`config.mk`:
```
export PLATFORM = sky130hd
export DESIGN_NAME = load_store_unit_flat
export DESIGN_NICKNAME = d
export VERILOG_FILES = /design/src/rtl/load_store_unit_pkg.sv /design/src/rtl/load_store_unit_if.sv /design/src/rtl/load_store_unit_sat_counter.sv /design/src/rtl/load_store_unit.sv /design/src/flat_wrapper.sv
export SDC_FILE = /design/constraint.sdc
export NUM_CORES = 1
export LEC_CHECK = 0
export CAP_MARGIN = 40
export CORE_AREA = 5 5 96 98
export DETAILED_ROUTE_END_ITERATION = 7
export DIE_AREA = 0 0 101 103
export GPL_TIMING_DRIVEN = 0
export MAX_ROUTING_LAYER = met4
export PLACE_DENSITY = 0.82
export SYNTH_ARGS = -nofsm -noshare
export SYNTH_HDL_FRONTEND = slang
export SYNTH_SLANG_ARGS = --single-unit
```
`constraint.sdc`:
```
create_clock -name Clk -period 4 [get_ports Clk]
set_input_delay 1.2 -clock Clk [delete_from_list [all_inputs] [get_ports Clk]]
set_output_delay 1.2 -clock Clk [all_outputs]
set_load 0.02 [all_outputs]
```
`src/rtl/load_store_unit_pkg.sv`:
```
// Shared definitions for the load/store unit: FSM encoding, default memory
// depth and the saturating increment used by the access counters.
package load_store_unit_pkg;

  localparam logic [1:0] IDLE    = 2'd0;
  localparam logic [1:0] ISSUE   = 2'd1;
  localparam logic [1:0] CAPTURE = 2'd2;
  localparam logic [1:0] DONE    = 2'd3;

  localparam int DEF_MEM_DEPTH = 201;
  localparam int CNT_W         = 16;

  typedef enum logic [1:0] {
    S_IDLE    = IDLE,
    S_ISSUE   = ISSUE,
    S_CAPTURE = CAPTURE,
    S_DONE    = DONE
  } lsu_state_e;

  function automatic logic [CNT_W-1:0] sat_inc(input logic [CNT_W-1:0] v);
    return (&v) ? v : v + CNT_W'(1);
  endfunction

endpackage

```
`src/rtl/load_store_unit_if.sv`:
```
// Core request/response signals and data-memory port of the load/store unit.
// slave = the unit itself; master = core plus data memory.
interface load_store_unit_if #(
  parameter int ADDR_W = 16,
  parameter int DATA_W = 16
);

  logic              Req;
  logic              Wr;
  logic [ADDR_W-1:0] Addr;
  logic [DATA_W-1:0] WData;
  logic              Ready;
  logic              Done;
  logic              Err;
  logic [DATA_W-1:0] RData;

  logic [ADDR_W-1:0] Mem_Address;
  logic [DATA_W-1:0] Mem_Write_Data;
  logic              Mem_MemWrite;
  logic [DATA_W-1:0] Mem_Read_Data;

  modport slave (
    input  Req, Wr, Addr, WData, Mem_Read_Data,
    output Ready, Done, Err, RData, Mem_Address, Mem_Write_Data, Mem_MemWrite
  );

  modport master (
    output Req, Wr, Addr, WData, Mem_Read_Data,
    input  Ready, Done, Err, RData, Mem_Address, Mem_Write_Data, Mem_MemWrite
  );

endinterface

```
`src/rtl/load_store_unit_sat_counter.sv`:
```
// 16-bit event counter that sticks at all-ones instead of wrapping.
module sat_counter
  import load_store_unit_pkg::*;
(
  input  logic             clk,
  input  logic             rst,
  input  logic             inc,
  output logic [CNT_W-1:0] count
);

  logic [CNT_W-1:0] count_q, count_d;

  always_comb begin
    count_d = count_q;
    if (inc) count_d = sat_inc(count_q);
  end

  always_ff @(posedge clk) begin
    if (rst) count_q <= '0;
    else     count_q <= count_d;
  end

  assign count = count_q;

endmodule

```
`src/rtl/load_store_unit.sv`:
```
// Single-outstanding load/store sequencer between a core and a data memory
// with registered read data; reports out-of-range accesses and counts hits.
//
// state   | meaning
// IDLE    | Ready=1, accept Req, range-check address
// ISSUE   | address/data on memory port, write strobe for stores
// CAPTURE | memory read data valid, latch into RData
// DONE    | one-cycle Done (Err if out of range), bump counters
module load_store_unit
  import load_store_unit_pkg::*;
#(
  parameter int ADDR_W    = 16,
  parameter int DATA_W    = 16,
  parameter int MEM_DEPTH = DEF_MEM_DEPTH
) (
  input  logic                 Clk,
  input  logic                 Reset,
  load_store_unit_if.slave     bus,
  output logic [CNT_W-1:0]     Rd_Count,
  output logic [CNT_W-1:0]     Wr_Count
);

  localparam logic [ADDR_W:0] DEPTH_L = (ADDR_W+1)'(MEM_DEPTH);

  lsu_state_e        state_q, state_d;
  logic [ADDR_W-1:0] addr_q, addr_d;
  logic [DATA_W-1:0] wdata_q, wdata_d;
  logic              wr_q, wr_d;
  logic              err_q, err_d;
  logic [DATA_W-1:0] rdata_q, rdata_d;

  logic req_oor;
  logic rd_inc;
  logic wr_inc;

  // One extra bit so a MEM_DEPTH of 2**ADDR_W still compares correctly.
  assign req_oor = ({1'b0, bus.Addr} >= DEPTH_L);

  always_comb begin
    state_d = state_q;
    addr_d  = addr_q;
    wdata_d = wdata_q;
    wr_d    = wr_q;
    err_d   = err_q;
    rdata_d = rdata_q;
    case (state_q)
      S_IDLE: begin
        if (bus.Req) begin
          addr_d  = bus.Addr;
          wdata_d = bus.WData;
          wr_d    = bus.Wr;
          err_d   = req_oor;
          state_d = req_oor ? S_DONE : S_ISSUE;
        end
      end
      S_ISSUE:   state_d = wr_q ? S_DONE : S_CAPTURE;
      S_CAPTURE: begin
        rdata_d = bus.Mem_Read_Data;
        state_d = S_DONE;
      end
      S_DONE:    state_d = S_IDLE;
      default:   state_d = S_IDLE;
    endcase
  end

  always_ff @(posedge Clk) begin
    if (Reset) begin
      state_q <= S_IDLE;
      addr_q  <= '0;
      wdata_q <= '0;
      wr_q    <= 1'b0;
      err_q   <= 1'b0;
      rdata_q <= '0;
    end else begin
      state_q <= state_d;
      addr_q  <= addr_d;
      wdata_q <= wdata_d;
      wr_q    <= wr_d;
      err_q   <= err_d;
      rdata_q <= rdata_d;
    end
  end

  assign bus.Ready          = (state_q == S_IDLE);
  assign bus.Done           = (state_q == S_DONE);
  assign bus.Err            = (state_q == S_DONE) && err_q;
  assign bus.RData          = rdata_q;
  assign bus.Mem_Address    = addr_q;
  assign bus.Mem_Write_Data = wdata_q;
  // Reset gates the strobe directly so a store aborted in ISSUE never lands.
  assign bus.Mem_MemWrite   = (state_q == S_ISSUE) && wr_q && !Reset;

  assign rd_inc = (state_q == S_DONE) && !err_q && !wr_q;
  assign wr_inc = (state_q == S_DONE) && !err_q &&  wr_q;

  sat_counter u_rd_cnt (
    .clk   (Clk),
    .rst   (Reset),
    .inc   (rd_inc),
    .count (Rd_Count)
  );

  sat_counter u_wr_cnt (
    .clk   (Clk),
    .rst   (Reset),
    .inc   (wr_inc),
    .count (Wr_Count)
  );

endmodule

```
`src/flat_wrapper.sv`:
```
// flat-port wrapper written by rule: the top's interface ports become plain ports
module load_store_unit_flat import load_store_unit_pkg::*;
#(
  parameter int ADDR_W    = 16,
  parameter int DATA_W    = 16,
  parameter int MEM_DEPTH = DEF_MEM_DEPTH
)
  (Clk, Reset, Rd_Count, Wr_Count, bus_Req, bus_Wr, bus_Addr, bus_WData, bus_Mem_Read_Data, bus_Ready, bus_Done, bus_Err, bus_RData, bus_Mem_Address, bus_Mem_Write_Data, bus_Mem_MemWrite);
  load_store_unit_if #(.ADDR_W(ADDR_W), .DATA_W(DATA_W)) bus_i ();
  input  logic Clk;
  input  logic Reset;
  output logic [CNT_W-1:0] Rd_Count;
  output logic [CNT_W-1:0] Wr_Count;
  input wire logic [$bits(bus_i.Req)-1:0] bus_Req;
  input wire logic [$bits(bus_i.Wr)-1:0] bus_Wr;
  input wire logic [$bits(bus_i.Addr)-1:0] bus_Addr;
  input wire logic [$bits(bus_i.WData)-1:0] bus_WData;
  input wire logic [$bits(bus_i.Mem_Read_Data)-1:0] bus_Mem_Read_Data;
  output wire logic [$bits(bus_i.Ready)-1:0] bus_Ready;
  output wire logic [$bits(bus_i.Done)-1:0] bus_Done;
  output wire logic [$bits(bus_i.Err)-1:0] bus_Err;
  output wire logic [$bits(bus_i.RData)-1:0] bus_RData;
  output wire logic [$bits(bus_i.Mem_Address)-1:0] bus_Mem_Address;
  output wire logic [$bits(bus_i.Mem_Write_Data)-1:0] bus_Mem_Write_Data;
  output wire logic [$bits(bus_i.Mem_MemWrite)-1:0] bus_Mem_MemWrite;
  assign bus_i.Req = bus_Req;
  assign bus_i.Wr = bus_Wr;
  assign bus_i.Addr = bus_Addr;
  assign bus_i.WData = bus_WData;
  assign bus_i.Mem_Read_Data = bus_Mem_Read_Data;
  assign bus_Ready = bus_i.Ready;
  assign bus_Done = bus_i.Done;
  assign bus_Err = bus_i.Err;
  assign bus_RData = bus_i.RData;
  assign bus_Mem_Address = bus_i.Mem_Address;
  assign bus_Mem_Write_Data = bus_i.Mem_Write_Data;
  assign bus_Mem_MemWrite = bus_i.Mem_MemWrite;
  load_store_unit #(.ADDR_W(ADDR_W), .DATA_W(DATA_W), .MEM_DEPTH(MEM_DEPTH)) u_core (.Clk(Clk), .Reset(Reset), .bus(bus_i), .Rd_Count(Rd_Count), .Wr_Count(Wr_Count));
endmodule
```
# --- Word-level counts from Yosys, hierarchy flattened ---
# Cells that the tools add are included.
op_classes:
  order_cmp: 1
  bitwise_logic: 2
  n_mux: 4
  reduce_logical: 15
  n_addsub: 2
  n_eq_ne: 4
ops:
  columns: ["op", "n"]
  rows:
  - ["$add A16 B1 Y16 const B", 2]
  - ["$reduce_and A16 Y1", 2]
  - ["$ge A16 B8 Y1 const B", 1]
  - ["$pmux W2 S4", 1]
  - ["$logic_and A1 B1 Y1", 6]
  - ["$reduce_and A2 Y1", 3]
  - ["$eq A2 B2 Y1 const B", 2]
  - ["$mux W2", 2]
  - ["$logic_not A1 Y1", 3]
  - ["$eq A2 B1 Y1 const B", 1]
  - ["$logic_not A2 Y1", 1]
  - ["$ne A2 B2 Y1 const B", 1]
  - ["$not A1 Y1", 2]
  - ["$mux W1", 1]
word_totals:
  input_bits: 52
  elab_cells: 36
  output_inout_bits: 84
  reg_bits: 84

# --- Longest topological paths before layout ---
logic_depth:
  word_depth: 4
  mapped_depth: 7
  mapped_depth_nobuf: 6

# --- By module ---
# A second synthesis with hierarchy kept.
hier_totals:
  hier_cells: 420
  hier_area_um2: 3632.2
modules_own_cells:
  columns: ["module", "seq_area_each_um2", "area_each_um2", "instances", "cells_each"]
  rows:
  - ["load_store_unit", 1041.0, 1965.6, 1, 228]
  - ["sat_counter", 320.3, 833.3, 2, 96]

# --- Worst setup path before layout ---
# Ideal clock, no wire load.
synth_timing:
  path_type: "input -> output"
  startpoint: "in Reset"
  endpoint: "out bus_Mem_MemWrite"
  t_required_ps: 2800
  n_path_buf: 3
  arrival_ps: 2165
  cell_stages: 4
  slack_ps: 635
  path_cell_list: "clkbuf_1 -> clkbuf_1 -> buf_1 -> nor2_1"
synth_between:
  elab_chain_len: 2
synth_rtl:
  columns: ["item", "line_no", "text"]
  rows:
  - ["start, declared", "flat_wrapper.sv:11", "input logic Reset;"]
  - ["$logic_not A1 Y1", "load_store_unit.sv:91", "assign bus.Mem_MemWrite = (state_q == S_ISSUE) && wr_q && !Reset;"]
  - ["$logic_and A1 B1 Y1", "load_store_unit.sv:91", null]
  - ["end, declared", "flat_wrapper.sv:25", "output wire logic [$bits(bus_i.Mem_MemWrite)-1:0] bus_Mem_MemWrite;"]
# No other way between the ends.

# --- Worst setup path after layout ---
# Same ends and word-level chain as after synthesis.

==> flow_summary.json <==
{
  "cpMaxStageDelayCell": "dlygate4sd2_1",
  "viasPerCell": 5.32,
  "syn-cell-area_um2": 3630,
  "post_cts_buffers": 0,
  "r2r_cells": 6,
  "routed-wl-met2_um": 5240,
  "synthTopCellsByArea": "dfxtp_1 (46%), nand2_1 (8.2%), a21oi_1 (6.9%)",
  "synthCells": 428,
  "synth_common_cells": "dfxtp_1 (84), nand2_1 (79), a21oi_1 (50)",
  "fin_hold_ws_ps": 458,
  "leakage_nw": 1.85,
  "drc_errors": 0,
  "grt_pass1_vias": 3573,
  "cts_tree": "yes",
  "reg2reg_slack_ps": 1870,
  "fp.dieH_um": 103,
  "maxCapViolCount": 0,
  "synth_nets": 486,
  "async_flop_share_pct": 0,
  "synth_top_area_cell": "dfxtp_1",
  "cp.depth": 5,
  "hold_viol": 0,
  "cts-resized-gates": 6,
  "drv_slew": 0,
  "finalCritPeriodShare_pct": 95.7,
  "period_needed_ps": 3830,
  "die_area_um2": 10400,
  "crit_start": "Reset",
  "drt-met1-wl_um": 4250,
  "grtUsageTotal_pct": 20.6,
  "cts_hold_buf": 0,
  "yosys_warnings": 0,
  "ios": 136,
  "synth_flop_cell": "dfxtp_1",
  "drtIter0Drc": 138,
  "vias": 3652,
  "path_cells": "dlygate4sd2_1 > clkbuf_4 > clkbuf_4 > nor2_1 > dlygate4sd2_1",
  "core.rowCount": 34,
  "gr-total-overflow": 0,
  "core-area_um2": 8380,
  "start_util_pct": 43.3,
  "area_delta_synth_final_pct": 46.7,
  "drive_gt1_share_pct": 6.06,
  "worst_pin_slew_ps": 582,
  "ys_seq_elements": 84,
  "status": "complete, no violations",
  "gp_congestion": 0.876,
  "crit_type": "input pin to output port",
  "worstPathMaxFanout": 19,
  "cts-root-buf": "clkbuf_8",
  "grt_pass1_wl_um": 16700,
  "rsz0062_at_grt": "no",
  "dp_hpwl_um": 7970,
  "clk_pin_slew_worst_paths_ps": 90,
  "htreeDepth": 3,
  "grt_max_degree": 20,
  "endpoint": "bus_Mem_MemWrite",
  "r2r_end": "u_core.u_rd_cnt.count[7]",
  "cp_data_required_time_ps": 2800,
  "end_kind": "output port",
  "synthDistinctLibCells": 44,
  "setup_viol": 0,
  "synth_edf_count": 0,
  "clk_latency_ps": 350,
  "post_drt_wl_per_cell_um": 15.1,
  "antenna_found_initial": 0,
  "stdcell_count": 686,
  "cp-start-kind": "input pin",
  "ys_seq_area_share_pct": 46.3,
  "relSlewSlack_pct": 60.9,
  "diodes": 0,
  "syn_area_per_cell_um2": 8.49,
  "fmax_mhz": 261,
  "numCtsBuffers": 9,
  "drt-total-wl_um": 10400,
  "synthDominantCellAreaShare_pct": 46.3,
  "critPathTopFamily": "buffers and inverters",
  "finalNetCount": 631,
  "port_buffers": 135,
  "slowest_delay_ps": 400,
  "path_buf_inv": 4,
  "drtPass1Iterations": 5,
  "die_w_um": 101,
  "cts_sinks": 84,
  "highest_layer": "met4",
  "synth_most_common_cell": "dfxtp_1",
  "powerDensity_nw_per_um2": 448,
  "ant_nets": 0,
  "dp.cells": 671,
  "fin_worst_skew_ps": 16.2,
  "holdCritPathClass": "flip-flop to flip-flop",
  "ctsLongestPathBuffers": 2,
  "ir_worst_vdd_v": 0.000252,
  "timing.rr.start": "u_core.u_rd_cnt.count[0]",
  "dr_wl_met3_um": 691,
  "cp.arrival_ps": 2630
}
[kinds of logic (layout without fill, tap and decap cells)]
kind of cell,after synthesis,after routing,share of synthesized area [%]
AO/OA/AOI/OAI,86,86,13.7
AND/OR/NAND/NOR,200,200,28.0
buffers and inverters,27,177,2.86
XOR/XNOR,1,1,0.241
flip-flops,84,84,46.3
adder cells (fa/ha/maj),6,6,2.07
multiplexers,24,24,6.86
[layout by cell type, fill, tap and decap left out, types with 10 or more instances in the layout]
cell	instances
nor2_1	37
clkdlybuf4s50_1	133
o21ai_0	12
clkbuf_1	12
nand2_1	79
mux2i_1	17
nand4_1	12
a21oi_1	50
dfxtp_1	84
clkbuf_8	10
[registers in the layout, summed over array words and instances, names as in the netlist]
signal,cells
u_core.err_q,1
u_core.state_q,2
u_core.bus.RData,16
u_core.bus.Mem_Write_Data,16
u_core.bus.Mem_Address,16
u_core.u_wr_cnt.count,16
u_core.u_rd_cnt.count,16
u_core.wr_q,1
[routing by layer]
metal / GRT usage [%] / up-vias
met2: 34.7 / 108
met1: 23.4 / 1718
met5: - / -
met4: 7.16 / 0
li1: - / 1813
met3: 5.89 / 13
[cell type report]
cell class	instances	area, µm²
fillers	723	3050
multi-input cells	317	1850
flip-flops and latches	84	1680
repair buffers	135	1350
clock buffers	10	138
well taps	108	135
plain buffers	20	85.1
clock inverters	6	71.3
inverters	6	22.5
[power by group]
part,switching (mW),internal (mW)
clock,0.312,0.310
sequential,0.0672,0.943
combinational,0.409,0.347
total,0.789,1.60
[worst min-delay path, cell delays in order, from the launching register on]
cell and delay [ps]:
dfxtp_1 320, nand2_1 50, a21oi_1 50
[metrics by stage]
| step | setup WS, ps | utilization (%) | TNS, ps | power, mW | instance area [µm²] |
|---|---|---|---|---|---|
| 4_1_cts | 159 | 63.6 | 0 | 2.41 | 5330 |
| 6_report | 171 | 63.6 | 0 | 2.39 | 5330 |
| 5_1_grt | 77.9 | 63.6 | 0 | 2.52 | 5330 |
| 3_5_place_dp | -1160 | 61.1 | -1160 | 1.79 | 5120 |
| 2_1_floorplan | 635 | - | 0 | 1.44 | 3630 |
| 3_3_place_gp | -1170 | 61.1 | -1170 | 1.77 | 5120 |
[how the worst min path moves through the flow]
stage                                  startpoint                            end  slack (ps)  depth (start not counted)
global placement    u_core.bus.Mem_Write_Data[15]  u_core.bus.Mem_Write_Data[15]         440                          2
detailed placement   u_core.bus.Mem_Write_Data[1]   u_core.bus.Mem_Write_Data[1]         450                          2
global route            u_core.bus.Mem_Address[9]      u_core.bus.Mem_Address[9]         480                          2
floorplan                       u_core.state_q[1]              u_core.state_q[1]         510                          2
CTS                     u_core.bus.Mem_Address[9]      u_core.bus.Mem_Address[9]         460                          2
finish                  u_core.bus.Mem_Address[8]      u_core.bus.Mem_Address[8]         460                          2
No activity file was read; power rests on OpenSTA's default activity.
